File: src/rtl/count6_ctrl.sv
// Sequencing controller for one count_6 mod-6 counter: clear, run N laps, pause/abort, done pulse.
// Optional watchdog on missing carry-out enabled by defining COUNT6_CTRL_WDOG_EN.
module count6_ctrl #(
  parameter int unsigned LAP_W = 8
) (
  input  logic             clk,
  input  logic             rst,
  input  logic             start,
  input  logic [LAP_W-1:0] laps,
  input  logic             pause,
  input  logic             abort,
  input  logic             cnt_co,
  output logic             cnt_rst,
  output logic             cnt_en,
  output logic             busy,
  output logic             done,
  output logic [LAP_W-1:0] lap_cnt,
  output logic             err
);

  localparam logic [1:0] S_IDLE  = 2'd0;
  localparam logic [1:0] S_CLEAR = 2'd1;
  localparam logic [1:0] S_RUN   = 2'd2;
  localparam logic [1:0] S_DONE  = 2'd3;

  logic [1:0]       state;
  logic [1:0]       state_nxt;
  logic [LAP_W-1:0] laps_q;
  logic [LAP_W-1:0] laps_q_nxt;
  logic [LAP_W-1:0] lap_cnt_nxt;
  logic [LAP_W-1:0] lap_cnt_inc;
  logic             start_acc;
  logic             lap_inc;
  logic             wdog_trip;

  // Output decode is combinational from state; cnt_en follows pause in the same cycle.
  always_comb begin
    cnt_rst = (state == S_CLEAR);
    cnt_en  = (state == S_RUN) & ~pause;
    busy    = (state == S_CLEAR) | (state == S_RUN);
    done    = (state == S_DONE);
  end

  assign start_acc   = (state == S_IDLE) & start & (laps != '0);
  assign lap_inc     = (state == S_RUN) & cnt_en & cnt_co;
  assign lap_cnt_inc = LAP_W'(lap_cnt + LAP_W'(1));

`ifdef COUNT6_CTRL_WDOG_EN
  logic [2:0] wdog_q;

  // Counts consecutive enabled RUN cycles without a carry-out; trips on the sixth.
  assign wdog_trip = (state == S_RUN) & cnt_en & ~cnt_co & (wdog_q == 3'd5);

  always_ff @(posedge clk) begin
    if (rst) begin
      wdog_q <= 3'd0;
      err    <= 1'b0;
    end else begin
      if (state != S_RUN || cnt_co) begin
        wdog_q <= 3'd0;
      end else if (cnt_en) begin
        wdog_q <= 3'(wdog_q + 3'd1);
      end
      if (start_acc) begin
        err <= 1'b0;
      end else if (wdog_trip) begin
        err <= 1'b1;
      end
    end
  end
`else
  assign wdog_trip = 1'b0;
  assign err       = 1'b0;
`endif

  always_comb begin
    state_nxt   = state;
    laps_q_nxt  = laps_q;
    lap_cnt_nxt = lap_cnt;
    case (state)
      S_IDLE: begin
        if (start_acc) begin
          state_nxt   = S_CLEAR;
          laps_q_nxt  = laps;
          lap_cnt_nxt = '0;
        end
      end
      S_CLEAR: begin
        state_nxt = abort ? S_IDLE : S_RUN;
      end
      S_RUN: begin
        // abort wins over lap completion and leaves lap_cnt untouched
        if (abort || wdog_trip) begin
          state_nxt = S_IDLE;
        end else if (lap_inc) begin
          lap_cnt_nxt = lap_cnt_inc;
          if (lap_cnt_inc == laps_q) begin
            state_nxt = S_DONE;
          end
        end
      end
      default: begin
        state_nxt = S_IDLE;
      end
    endcase
  end

  always_ff @(posedge clk) begin
    if (rst) begin
      state   <= S_IDLE;
      laps_q  <= '0;
      lap_cnt <= '0;
    end else begin
      state   <= state_nxt;
      laps_q  <= laps_q_nxt;
      lap_cnt <= lap_cnt_nxt;
    end
  end

endmodule

File: config.mk
export PLATFORM = sky130hd
export DESIGN_NAME = count6_ctrl
export DESIGN_NICKNAME = d
export VERILOG_FILES = /design/src/rtl/count6_ctrl.sv
export SDC_FILE = /design/constraint.sdc
export NUM_CORES = 1
export LEC_CHECK = 0
export ABC_AREA = 1
export ABC_CLOCK_PERIOD_IN_PS = 3100
export CAP_MARGIN = 20
export CORE_MARGIN = 4
export CORE_UTILIZATION = 40
export CTS_BUF_LIST = sky130_fd_sc_hd__clkbuf_16
export CTS_CLUSTER_DIAMETER = 40
export DETAILED_ROUTE_END_ITERATION = 6
export GPL_TIMING_DRIVEN = 0
export PLACE_DENSITY = 0.66
export SLEW_MARGIN = 40
export SYNTH_ARGS = -nofsm -noshare
export SYNTH_HDL_FRONTEND = slang
export SYNTH_SLANG_ARGS = --single-unit
File: constraint.sdc
create_clock -name clk -period 3.1 [get_ports clk]
set_input_delay 0.93 -clock clk [delete_from_list [all_inputs] [get_ports clk]]
set_output_delay 0.93 -clock clk [all_outputs]
set_load 0.005 [all_outputs]
==> summary.txt <==
Run status
  – Status: finished clean

STA
  – Min Clock Period, post-route: 2.903 ns
  – Period utilization: 0.9365
  – Setup ws final: 0.1967 ns
  – Clk_skew: 0.003469 ns
  – Final hold violation count: 0
  – Count of final max-slew check failures: 0
  – Setup TNS Final: 0 ns
  – Final setup fails: 0
  – Upper clock frequency limit: 0.3444 GHz
  – RSZ-0062 raised after global routing: no

Global routing
  – Initial antenna violation count: 0
  – Vias in the first global route: 1202
  – Met1 Track Usage GR: 0.1779
  – Busiest layer in global routing: met2
  – Total GRT Usage: 0.1543
  – First-pass GRT wire length: 4988 um
  – GR Util met2: 0.2690
  – Remaining Overflow, GRT: 0
  – Largest net degree at the start of global routing: 11
  – Met3 Resource Use GR: 0.02878

Clock tree
  – # hold bufs at CTS: 0
  – Worst skew pair latency: 0.25 ns
  – Setup Fix Bufs, Post-CTS: 0
  – Num CTS Buffers: 3
  – Root buf cell: clkbuf_16
  – Clock tree buffer depth: 2
  – CTS tree: yes
  – Clock sinks: 18
  – # H-tree levels: 1
  – CTS clk-pin slew, worst paths: 0.06 ns
  – Cts repair resizes: 0

Detailed routing
  – Iter 0 DRT Violations: 29
  – TritonRoute pass-1 iters: 4
  – Post-DR wirelength/cell: 12.03 um
  – DRC viols: 0
  – DR vias/cell: 5.013
  – Post-route ant nets: 0
  – Vias: 1193
  – Total Wirelength: 2864 um

Hold path
  – Hold Path Stages: 2
  – Worst hold start: laps_q[1]$_SDFFE_PP0P_
  – Worst hold endpoint: laps_q[1]$_SDFFE_PP0P_
  – Hold Crit Class: reg2reg

Floorplan
  – Core ar.: 2805 um^2
  – Initial core utilization: 0.4246
  – Die width: 62.57 um
  – Die area: 3915 um^2
  – Row count: 19
  – I/O pin count: 27
  – Die span in y: 62.57 um

Synthesis
  – Synthesized cell area: 1191 um^2
  – Cell accounting for the most synthesized area: dfxtp_1
  – Synth top area share: 0.3025
  – Cells after Synth: 178
  – Syn Area/Cell: 6.692 um^2
  – Top cells by area, synth: dfxtp_1, nand2_1, inv_1, nor2_1, nand3_1
  – Number of synthesized register bits: 18
  – Syn nets: 197
  – Seq/Total Area, Yosys: 0.3025
  – Post-synth cell types: 29
  – YS warnings: 0

Placement
  – IO buf count: 25
  – GPL Wtd Cong: 0.7926
  – Place WS: 0.1867 ns
  – Post-detail-place hpwl: 2279 um

Layout
  – Synth-to-Final Area Change: 30.88%
  – Antenna diode count: 0
  – Commonest non-fill, non-tap cell in the layout: nand2_1
  – Register area: 360.3 um^2
  – Multi-input logic area: 706.9 um^2
  – # fillers: 274
  – NumNets Final: 227
  – Commonest non-fill, non-tap cells in the layout: nand2_1, clkdlybuf4s50_1, inv_1, nor2_1, dfxtp_1
  – Share of cells above drive strength 1: 0.1111

Setup path
  – Worst r2r dst: state[1]$_SDFFE_PP0P_
  – Worst Setup SP: pause
  – Critical path class: in2out
  – R2R depth: 13
  – CP Launch Type: input port
  – Worst reg2reg path startpoint: state[0]$_SDFFE_PP0P_
  – Critical Path RT: 2.17 ns
  – R2r setup slk: 1.25 ns
  – CP max FO: 2
  – Worst setup EP type: output port
  – Worst EP arrival: 1.97 ns

Power
  – Power per cell area: 820.3 nW/um^2
  – VDD IR max: 437.2 uV
  – Leak: 0.6760 nW

Run
  – Max-cap violations: 0
==> metal layers <==
metal  share of wire  vias up
met5               0        -
met4           0.011        0
met3           0.040        4
li1                -      635
met1            0.47      528
met2            0.48       26
==> worst max path at each step <==
stage	endpoint	slack (ns)	depth (start not counted)
floorplan	cnt_en	1.10	3
global placement	cnt_en	0.19	5
detailed placement	cnt_en	0.19	5
CTS	cnt_en	0.19	5
global route	cnt_en	0.16	5
finish	cnt_en	0.20	5
==> critical path: stages <==
cell and delay (ns):
clkdlybuf4s50_1 0.40, inv_1 0.05, nand2_1 0.05, inv_1 0.06
clkdlybuf4s50_1 0.49
==> cells in the mapped netlist <==
cell type / count
nand2_1: 29
inv_1: 23
nor2_1: 22
dfxtp_1: 18
nand3_1: 16
o21ai_0: 16
a21oi_1: 15
ha_1: 5
nand2_2: 5
nand3_2: 4
nand3b_1: 3
buf_4: 2
nor2_2: 2
nor4_1: 2
o21bai_1: 2
a21boi_1: 1
a22o_1: 1
buf_2: 1
clkbuf_2: 1
clkinv_1: 1
clkinv_2: 1
conb_1: 1
inv_2: 1
nand2_4: 1
nor2_4: 1
nor2_8: 1
o211ai_1: 1
o21ai_1: 1
xnor2_1: 1
==> cells by family (layout without fill, tap and decap cells) <==
family / after synthesis / in the layout / synth area share
adder cells (fa/ha/maj): 5 / 5 / 0.05252
flip-flops: 18 / 18 / 0.3025
AND/OR/NAND/NOR: 86 / 86 / 0.3634
buffers and inverters: 30 / 59 / 0.1040
XOR/XNOR: 1 / 1 / 0.007354
other: 1 / 1 / 0.003148
AO/OA/AOI/OAI: 37 / 37 / 0.1670
==> report_power, final <==
group          total [mW]  switching [mW]  internal, mW
Clock               0.263          0.0910         0.172
Combinational       0.649           0.359         0.290
Sequential          0.367          0.0656         0.302
==> state kept, by name, indices dropped and copies added, names as in the netlist <==
register and flops:
laps_q 8, lap_cnt 8, state 2
==> area by class of cell <==
type	instances	share of cell area
clock buffer	3	0.04815
buffer	4	0.01605
timing repair buffer	25	0.1605
clock inverter	1	0.002408
sequential	18	0.2311
multi-input combinational	130	0.4534
inverter	26	0.06340
tap	31	0.02488
==> per-stage QoR <==
step	total power, mW	utilization	cell area [um^2]	hold WS (ns)	cells
after CTS	1.291	0.5558	1559	0.4815	238
after global routing	1.393	0.5558	1559	0.5038	238
final	1.279	0.5558	1559	0.4798	238
after detailed placement	1.023	0.5277	1480	0.4718	234
after floorplan	0.8025	-	1191	0.4434	178
after global placement	1.015	0.5277	1480	0.4592	234
Note: power is estimated with default switching activity, not from simulation.
